<file path="config.mk">
export PLATFORM = sky130hd
export DESIGN_NAME = string_detector_param
export DESIGN_NICKNAME = d
export VERILOG_FILES = /design/src/rtl/string_detector_param.sv
export SDC_FILE = /design/constraint.sdc
export NUM_CORES = 1
export LEC_CHECK = 0
export CELL_PAD_IN_SITES_DETAIL_PLACEMENT = 0
export CELL_PAD_IN_SITES_GLOBAL_PLACEMENT = 1
export CORE_AREA = 2 2 50 52
export CTS_CLUSTER_SIZE = 10
export DETAILED_ROUTE_END_ITERATION = 16
export DIE_AREA = 0 0 52 54
export GPL_TIMING_DRIVEN = 0
export PLACE_DENSITY = 0.78
export RECOVER_POWER = 50
export SLEW_MARGIN = 15
export SYNTH_ARGS = -nofsm -noshare
export SYNTH_HDL_FRONTEND = slang
export SYNTH_SLANG_ARGS = --single-unit
</file>
<file path="constraint.sdc">
create_clock -name clk -period 2.1 [get_ports clk]
set_input_delay 0.315 -clock clk [delete_from_list [all_inputs] [get_ports clk]]
set_output_delay 0.315 -clock clk [all_outputs]
set_load 0.02 [all_outputs]
</file>
<file path="src/rtl/string_detector_param.sv">
// string_detector_param: detects RUN_LEN consecutive qualified samples equal to
// a selectable target bit. Supports level (overlapping) and restart
// (non-overlapping) modes, reports the live run length and keeps a saturating
// count of detections. All outputs are registered; out is a Moore decode of
// the state register.

module string_detector_param #(
    parameter int  RUN_LEN = 3,
    parameter int  CNT_W   = 8,
    localparam int RL_W    = $clog2(RUN_LEN + 1)
) (
    input  logic             clk,
    input  logic             rst,
    input  logic             en,
    input  logic             clr,
    input  logic             in,
    input  logic             target,
    input  logic             mode,
    output logic             out,
    output logic             hit,
    output logic [RL_W-1:0]  run_len,
    output logic [CNT_W-1:0] hit_cnt
);

    typedef enum logic [1:0] {
        S_IDLE = 2'd0,
        S_RUN  = 2'd1,
        S_HIT  = 2'd2,
        S_HOLD = 2'd3
    } state_t;

    localparam logic [RL_W-1:0]  RUN_LEN_V = RL_W'(RUN_LEN);
    localparam logic [RL_W-1:0]  RL_ONE    = RL_W'(1);
    localparam logic [CNT_W-1:0] CNT_MAX   = {CNT_W{1'b1}};
    localparam logic [CNT_W-1:0] CNT_ONE   = CNT_W'(1);

    state_t           state_q, state_d;
    logic [RL_W-1:0]  run_len_q, run_len_d;
    logic             hit_q, hit_d;
    logic [CNT_W-1:0] hit_cnt_q, hit_cnt_d;
    logic             match;
    logic [RL_W-1:0]  run_len_inc;

    assign match       = (in == target);
    assign run_len_inc = run_len_q + RL_ONE;

    // Next-state, run length, hit pulse and counter; clr beats en, en=0 freezes
    // everything except the hit pulse, which is always dropped.
    always_comb begin
        state_d   = state_q;
        run_len_d = run_len_q;
        hit_d     = 1'b0;
        hit_cnt_d = hit_cnt_q;

        if (clr) begin
            state_d   = S_IDLE;
            run_len_d = '0;
            hit_cnt_d = '0;
        end else if (en) begin
            if (!match) begin
                state_d   = S_IDLE;
                run_len_d = '0;
            end else begin
                case (state_q)
                    S_IDLE: begin
                        run_len_d = RL_ONE;
                        state_d   = (RUN_LEN == 1) ? S_HIT : S_RUN;
                    end
                    S_RUN: begin
                        run_len_d = run_len_inc;
                        state_d   = (run_len_inc == RUN_LEN_V) ? S_HIT : S_RUN;
                    end
                    S_HIT: begin
                        if (mode) begin
                            run_len_d = RL_ONE;
                            state_d   = (RUN_LEN == 1) ? S_HIT : S_RUN;
                        end else begin
                            state_d   = S_HOLD;
                        end
                    end
                    S_HOLD: begin
                        state_d = S_HOLD;
                    end
                    default: begin
                        state_d   = S_IDLE;
                        run_len_d = '0;
                    end
                endcase

                // Every qualified edge that lands in S_HIT is a new detection,
                // including S_HIT->S_HIT restarts when RUN_LEN is 1.
                if (state_d == S_HIT) begin
                    hit_d = 1'b1;
                    if (hit_cnt_q != CNT_MAX) begin
                        hit_cnt_d = hit_cnt_q + CNT_ONE;
                    end
                end
            end
        end
    end

    // State and output registers with asynchronous active-low reset.
    always_ff @(posedge clk or negedge rst) begin
        if (!rst) begin
            state_q   <= S_IDLE;
            run_len_q <= '0;
            hit_q     <= 1'b0;
            hit_cnt_q <= '0;
        end else begin
            state_q   <= state_d;
            run_len_q <= run_len_d;
            hit_q     <= hit_d;
            hit_cnt_q <= hit_cnt_d;
        end
    end

    assign out     = (state_q == S_HIT) || (state_q == S_HOLD);
    assign hit     = hit_q;
    assign run_len = run_len_q;
    assign hit_cnt = hit_cnt_q;

endmodule

</file>
* Word level (Yosys, flattened, before mapping)
Index checks and enable logic that the tools add are counted. Widths: inputs -> output; s select.
Storage, ports and cells: bits in registers 13, bits of input ports 7, output and inout port bits 12
Cells by class: $add $sub $neg 2, equality and inequality tests 9, muxes and demuxes 23, reductions and logical operators 8
Operators by type and width (count):
- $mux 8 | 5
- $mux 2 | 12
- $add 8x1->8 const B | 1
- $eq 2x2->1 const B | 4
- $ne 8x8->1 const B | 1
- $pmux 2 s4 | 1
- $reduce_bool 2->1 | 4
- $pmux 2 s3 | 1
- $ne 5x2->1 const B | 1
- $mux 1 | 4
- $ne 4x4->1 const B | 1
- $reduce_and 4->1 | 1
- $reduce_and 3->1 | 1
- $add 2x1->2 const B | 1
- $eq 2x1->1 const B | 1
- $logic_not 2->1 | 1
- $eq 1x1->1 | 1
- $logic_or 1x1->1 | 1

* Depth between registers and ports, before layout
Gate-level depths: netlist of run 1.
word-level depth 12, gate-level depth with buffers 8

* Least setup slack after synthesis of run 1
No wires, ideal clock.
path kind register -> register, start point register run_len_q[0] (netlist: run_len[0]), end point register hit_cnt_q[2] (netlist: hit_cnt[2]), setup time 0.078 ns, data arrival time 1.854 ns, data required time 2.022 ns, slack 0.167 ns, stages on the path, launching flop included 9, path buffers 1, path through dfrtp_1 inv_1 ha_1 and2b_1 nor4b_4 nand3b_2 buf_6 or3_1 a21oi_1
Between the ends: word-level cells in the longest chain between the ends 10
RTL lines:
- start: declaration | RTL line 38 | logic [RL_W-1:0] run_len_q, run_len_d;
- start signal: assignment | RTL line 111 | run_len_q <= run_len_d;
- $add 2x1->2 | RTL line 45 | assign run_len_inc = run_len_q + RL_ONE;
- $eq 2x2->1 | RTL line 71 | state_d = (run_len_inc == RUN_LEN_V) ? S_HIT : S_RUN;
- $mux 2 | RTL line 71
- $pmux 2 s4 | RTL line 64 | case (state_q)
- $mux 2 | RTL line 60 | if (!match) begin
- $mux 2 | RTL line 59 | end else if (en) begin
- $mux 2 | RTL line 55 | if (clr) begin
- $eq 2x2->1 | RTL line 92 | if (state_d == S_HIT) begin
- $reduce_bool 2->1 (no source line)
- $reduce_and 4->1 (no source line)
- end signal: assignment | RTL line 113 | hit_cnt_q <= hit_cnt_d;
- end: declaration | RTL line 40 | logic [CNT_W-1:0] hit_cnt_q, hit_cnt_d;
Every way passes these cells. The select of a mux whose other input is x is not followed. A chain may end at the register's enable or synchronous reset.

* Worst setup path after layout of run 1
start point register state_q[0], end point register hit_cnt_q[3] (netlist: hit_cnt[3])
Between the ends: word-level cells in the longest chain between the ends 8, elaborated cells between the ends (all ways) 11
RTL lines:
- start: declaration | RTL line 37 | state_t state_q, state_d;
- start signal: assignment | RTL line 110 | state_q <= state_d;
- $eq 2x2->1 (tied with other cells) | RTL line 64
- $pmux 2 s4 (*) | RTL line 64
- $mux 2 (*) | RTL line 60
- $mux 2 (*) | RTL line 59
- $mux 2 (*) | RTL line 55
- $eq 2x2->1 (*) | RTL line 92
- $reduce_bool 2->1 (no source line) (*)
- $reduce_and 4->1 (no source line) (*)
Every way passes the cells marked *; elsewhere a longest branch is shown, timed or not. The select of a mux whose other input is x is not followed.

==> results of run 1 <==
## state kept, by name, indices dropped and copies added, names as in the netlist
signal / flops
hit: 1
state_q: 2
run_len: 2
hit_cnt: 8
## kinds of logic (layout without fill, tap and decap cells)
kind of cell	after synthesis	after routing
AND/OR/NAND/NOR	31	31
AO/OA/AOI/OAI	19	19
flip-flops	13	13
adder cells (fa/ha/maj)	6	6
buffers and inverters	6	31
multiplexers	3	3
XOR/XNOR	2	2
## layer usage
metal	routed length [um]	share of wire [%]	up-vias
met4	9	0.52	0
met3	107	6.2	2
met5	0	0	-
li1	-	-	344
met2	798	46	21
met1	809	47	335
## cell type report
| type | instances | share of cell area (%) |
|---|---|---|
| flip-flops and latches | 13 | 30.2 |
| repair buffers | 21 | 18.5 |
| inverters | 4 | 1.39 |
| plain buffers | 2 | 1.39 |
| multi-input cells | 61 | 42.7 |
| well taps | 30 | 3.47 |
| clock buffers | 4 | 2.43 |
## cells in the final DEF, fill, tap and decap left out, types with 3 or more instances in the layout
master           count
clkdlybuf4s50_1     17
dfrtp_1             12
a21oi_1              9
nand2_1              6
o21ai_0              5
nand3_1              4
or4_1                4
ha_1                 4
inv_1                3
nand2b_1             3
nor2_1               3
o31ai_1              3
clkbuf_4             3
## metrics by stage
step	utilization, %	cell area [um2]	instances
2_1_floorplan	-	790	80
3_3_place_gp	43.4	1010	128
3_5_place_dp	43.4	1010	128
4_1_cts	44.6	1030	132
5_1_grt	46.7	1080	135
6_report	46.7	1080	135
## report_power, final
group          switching, W  internal (W)
sequential       0.00000383      0.000254
combinational     0.0000310     0.0000319
clock             0.0000781     0.0000735
total              0.000113      0.000359
## worst paths after layout
path                       startpoint    endpoint  slack, ns  cells after the start
max reg2reg                state_q[0]  hit_cnt[3]       0.05                      8
max in group asynchronous         rst  state_q[1]       1.16                      1
min reg2reg                run_len[1]  run_len[1]       0.55                      1
min in group clk           run_len[1]  run_len[1]       0.55                      1
max                        state_q[0]  hit_cnt[3]       0.05                      8
min                               rst  hit_cnt[3]       0.50                      1
## repair_timing
item,CTS,global route
setup buffers,0,2
hold buffers,0,0
gates resized for setup,0,7
endpoints found under the setup margin,0,6
==> results.sh, run 1 <==
export IMPL_slew_headroom_pct=58.3
export IMPL_wire_per_inst_um=12.8
export IMPL_dieArea_mm2=0.00281
export IMPL_grt_start_max_net_pins=14
export IMPL_place_gp_congestion=0.755
export IMPL_grtUsageTotal_pct=13.4
export IMPL_cts_sinks=13
export IMPL_hold_viol_final=0
export IMPL_synth_top_family_by_area="simple AND/OR/NAND/NOR gates"
export IMPL_synth_common_cells="dfrtp_1 (13), a21oi_1 (10), ha_1 (6), nand2_1 (6), o21ai_0 (5)"
export IMPL_rsz0062_at_grt="yes"
export IMPL_top_usage_layer="met2"
export IMPL_ys_async_sr_fraction_pct=100
export IMPL_outcome="finished clean"
export IMPL_port_buffers=18
export IMPL_drt_iter0_markers=5
export IMPL_met2_usage_pct=22.2
export IMPL_path_clk_slew_ns=0.08
export IMPL_die_h_um=54
export IMPL_seq_area_um2=327
export IMPL_syn_avg_cell_area_um2=9.87
export IMPL_drv_slew=0
export IMPL_path_cells="inv_2 -> ha_4 -> or2_4 -> nor4b_4 -> nand3b_4 -> buf_6 -> or3_1 -> a21oi_2"
export IMPL_cp_end_kind="flip-flop"
export IMPL_max_freq_mhz=489
export IMPL_ir_worst_vdd_mv=0.235
export IMPL_cellLeakagePower_nw=0.461
export IMPL_synth_top_area_cell="dfrtp_1"
export IMPL_io_pins=19
export IMPL_cp_start_kind="flip-flop"
export IMPL_synth_top_cell_area_share_pct=41.2
export IMPL_setup_tns_ns=0
export IMPL_setup_viol=0
export IMPL_multiInputGateArea_um2=462
export IMPL_hp_class="primary input to asynchronous set/reset pin"
export IMPL_grt_pass1_wl_um=2820
export IMPL_drive_gt1_share_pct=16.2
export IMPL_grt_pass1_vias=658
export IMPL_power_w=0.000472
export IMPL_path_class="flip-flop to flip-flop"
export IMPL_synth_fp_nets=93
export IMPL_cp_slowest_stage_delay_ns=0.42
export IMPL_clk_latency_ns=0.27
export IMPL_fillCellCount=245
export IMPL_nets=119
export IMPL_yosys_area_share_simple_pct=25.7
export IMPL_route_detailed_drc=0
export IMPL_antenna_found_initial=0
export IMPL_drtPass1Iterations=4
export IMPL_synthAdderAreaFrac_pct=9.51
export IMPL_synth_compound_area_share_pct=13.5
export IMPL_numCtsBuffers=3
export IMPL_fin_skew_ns=0.00214
export IMPL_worst_slack_ns=0.0544
export IMPL_ys_flop_type="dfrtp_1"
export IMPL_yosys_warnings=0
export IMPL_tightest_slew_ns=0.623
export IMPL_ant_nets=0
export IMPL_grt_ovfl_total=0
export IMPL_viasPerCell=5.20
export IMPL_fin_crit_sh_pct=97.4
export IMPL_pre_cts_ws_ns=-0.0969
export IMPL_path_buf_inv=2
export IMPL_worstPathArrival_ns=2.25
export IMPL_ys_ff_latch=13
export IMPL_ys_seq_area_share_pct=41.2
export IMPL_synth_edff_count=0
export IMPL_power_density_mw_per_mm2=436
export IMPL_synthDistinctLibCells=28
export IMPL_synth_area_um2=790
export IMPL_die_w_um=52
export IMPL_cts_tree="built"
export IMPL_wl_um=1720
export IMPL_cts_buffer_depth=2
export IMPL_met1_usage_pct=17.5
export IMPL_cpLargestDelayFamily="simple AND/OR/NAND/NOR gates"
export IMPL_synth_xor_area_share_pct=2.22
export IMPL_worst_endpoint_required_ns=2.30
export IMPL_area_delta_synth_final_pct=37.1
export IMPL_via_count=702
export IMPL_antenna_cells=0
export IMPL_period_minus_slack_ns=2.05
export IMPL_root_buffer="clkbuf_4"
export IMPL_synthTopCellsByArea="dfrtp_1 (41%), ha_1 (9.5%), a21oi_1 (6.3%)"
export IMPL_maxCapViolCount=0
export IMPL_critPathMaxFanout=6
export IMPL_hold_slack_ns=0.497
export IMPL_core_area_mm2=0.00232
export IMPL_grtUsageMet3_pct=3.06
export IMPL_synth_most_common_cell="dfrtp_1"
export IMPL_htreeDepth=1
export IMPL_synth_mux_area_share_pct=4.12
export IMPL_slowest_stage="dfrtp_1"
export IMPL_start_util_pct=34.0
export IMPL_row_count=18
export IMPL_place_hpwl_um=1200
export IMPL_syn_inst=80
No activity file was read; power rests on OpenSTA's default activity.
==> run 2, diff against run 1 <==
--- a/config.mk
+++ b/config.mk
@@ -7,12 +7,13 @@
 export LEC_CHECK = 0
 export CELL_PAD_IN_SITES_DETAIL_PLACEMENT = 0
 export CELL_PAD_IN_SITES_GLOBAL_PLACEMENT = 1
-export CORE_AREA = 2 2 50 52
+export CORE_AREA = 2 2 45 47
 export CTS_CLUSTER_SIZE = 10
 export DETAILED_ROUTE_END_ITERATION = 16
-export DIE_AREA = 0 0 52 54
+export DIE_AREA = 0 0 47 49
+export DONT_BUFFER_PORTS = 1
 export GPL_TIMING_DRIVEN = 0
-export PLACE_DENSITY = 0.78
+export PLACE_DENSITY = 0.76
 export RECOVER_POWER = 50
 export SLEW_MARGIN = 15
 export SYNTH_ARGS = -nofsm -noshare
==> constraint.sdc (replaced) <==
create_clock -name clk -period 2.3 [get_ports clk]
set_input_delay 0.46 -clock clk [delete_from_list [all_inputs] [get_ports clk]]
set_output_delay 0.46 -clock clk [all_outputs]
set_load 0.02 [all_outputs]
==> run 2 against run 1 <==
Effect of this change:
- combinational power fell by 41%
- sequential cell count did not move
- setup slack improved by 0.13 ns
- routed wire length fell by 11%
- design area fell by 21%
- clock power fell by 9%
- count of clock-buffer cells in the layout did not move
- register-to-register slack improved by 0.13 ns
- core utilization barely moved
- sequential share of layout area rose by 7.7 points
- die area fell by 18%
- critical path type unchanged
- largest power group unchanged
==> results.sh, run 2 (same netlist as run 1, synthesis figures left out) <==
export IMPL_row_count=16
export IMPL_cp_start_kind="flip-flop"
export IMPL_hold_slack_ns=0.342
export IMPL_placedCellCount=107
export IMPL_setup_viol=0
export IMPL_area_delta_synth_final_pct=8.87
export IMPL_grt_pass1_wl_um=2510
export IMPL_fin_skew_ns=0.00300
export IMPL_grt_pass1_vias=552
export IMPL_finalInstanceArea_um2=860
export IMPL_drtPass1Iterations=4
export IMPL_max_freq_mhz=473
export IMPL_start_util_pct=42.9
export IMPL_place_area_um2=823
export IMPL_grtUsageTotal_pct=14.8
export IMPL_path_class="flip-flop to flip-flop"
export IMPL_antenna_cells=0
export IMPL_setup_tns_ns=0
export IMPL_core_area_mm2=0.00184
export IMPL_wire_per_inst_um=13.7
export IMPL_grt_start_max_net_pins=14
export IMPL_critPathMaxFanout=10
export IMPL_viasPerCell=5.41
export IMPL_path_clk_slew_ns=0.08
export IMPL_path_cells="inv_1 -> ha_1 -> and2b_1 -> nor4b_4 -> nand3b_2 -> buf_6 -> or3_1 -> a21oi_1"
export IMPL_maxCapViolCount=0
export IMPL_ant_nets=0
export IMPL_mostFrequentLayoutCell="dfrtp_1"
export IMPL_tightest_slew_ns=0.596
export IMPL_fin_cells=112
export IMPL_grt_ovfl_total=0
export IMPL_place_gp_congestion=0.701
export IMPL_antenna_found_initial=0
export IMPL_place_hpwl_um=1120
export IMPL_hold_viol_final=0
export IMPL_worst_endpoint_required_ns=2.50
export IMPL_internal_power_w=0.000315
export IMPL_outcome="finished clean"
export IMPL_hp_class="primary input to flip-flop"
export IMPL_cts_buffer_depth=2
export IMPL_slowest_stage="dfrtp_1"
export IMPL_slew_headroom_pct=60.1
export IMPL_wl_um=1530
export IMPL_nets=99
export IMPL_postCtsSetupRepairBufs=0
export IMPL_final_cell_mix="dfrtp_1 (13), a21oi_1 (10), nand2_1 (6), ha_1 (6), o21ai_0 (5)"
export IMPL_io_pins=19
export IMPL_p_sw_share_pct=23.9
export IMPL_port_buffers=0
export IMPL_clock_power_share_pct=33.5
export IMPL_die_h_um=49
export IMPL_rsz0062_at_grt="no"
export IMPL_cellLeakagePower_nw=0.368
export IMPL_cts_sinks=13
export IMPL_p_switching_w=0.0000989
export IMPL_ir_worst_vdd_mv=0.331
export IMPL_clk_latency_ns=0.28
export IMPL_cts_resized=0
export IMPL_cp_slowest_stage_delay_ns=0.48
export IMPL_htreeDepth=1
export IMPL_path_buf_inv=2
export IMPL_power_frac_seq_pct=57.6
export IMPL_die_w_um=47
export IMPL_p_comb_share_pct=8.9
export IMPL_worstPathArrival_ns=2.32
export IMPL_drive_gt1_share_pct=10.6
export IMPL_drt_iter0_markers=6
export IMPL_via_count=606
export IMPL_power_density_mw_per_mm2=482
export IMPL_dieArea_mm2=0.00230
export IMPL_numCtsBuffers=3
export IMPL_cp_end_kind="flip-flop"
export IMPL_cts_tree="built"
export IMPL_fin_crit_sh_pct=91.9
export IMPL_route_detailed_drc=0
export IMPL_drv_slew=0
export IMPL_period_minus_slack_ns=2.11
export IMPL_root_buffer="clkbuf_4"
export IMPL_largest_reg_flops=8
export IMPL_cpLargestDelayFamily="simple AND/OR/NAND/NOR gates"
## run 2: per-layer routing
layer | wire (um) | GRT usage (%)
met1 | 716 | 20.2
met2 | 723 | 22.1
met4 | 0 | 1.39
met5 | 0 | 0
met3 | 91 | 6.67
## run 2: area by class of cell
class | instances | area (um2)
Timing Repair Buffer | 1 | 10.0
Buffer | 2 | 15.0
Inverter | 4 | 15.0
Sequential cell | 13 | 325
Clock buffer | 4 | 26.3
Fill cell | 185 | 982
Tap cell | 27 | 33.8
Multi-Input combinational cell | 61 | 434
## run 2: worst paths after layout
path | slack, ns | startpoint | end | cells after the start
min in group asynchronous | 0.63 | rst | hit_cnt[3] | 1
max | 0.19 | run_len[0] | hit_cnt[3] | 8
min reg2reg | 0.60 | state_q[1] | state_q[1] | 2
max in group asynchronous | 1.29 | rst | hit_cnt[5] | 1
min | 0.34 | clr | hit_cnt[4] | 2
max reg2reg | 0.19 | run_len[0] | hit_cnt[3] | 8
## run 2: repair_timing
item,in CTS,in global routing
endpoints found under the hold margin,13,0
endpoints found under the setup margin,0,0
hold buffers,1,0
## run 2: worst reg2reg max path, delay by kind of cell (launching register included)
family	cells	cell delay (ns)
fa+ha+maj	1	0.17
compound gates	1	0.14
buf+inv	2	0.28
simple gates	4	0.97
flops	1	0.48
## run 2: metrics by stage
step | setup slack [ns] | total power (W) | utilization (%)
final | 0.186 | 0.000414 | 46.7
after global routing | 0.0271 | 0.000443 | 46.7
after CTS | 0.181 | 0.000420 | 46.7
after detailed placement | 0.210 | 0.000275 | 44.7
after global placement | 0.236 | 0.000274 | 44.7
after floorplan | 0.367 | 0.000269 | -
## run 2: power groups by stage
stage | registers, W | clock network [W] | logic [W]
after floorplan | 0.000242 | 0 | 0.0000265
after global placement | 0.000243 | 0 | 0.0000310
after detailed placement | 0.000243 | 0 | 0.0000314
after CTS | 0.000239 | 0.000144 | 0.0000377
after global routing | 0.000239 | 0.000162 | 0.0000420
final | 0.000239 | 0.000139 | 0.0000370
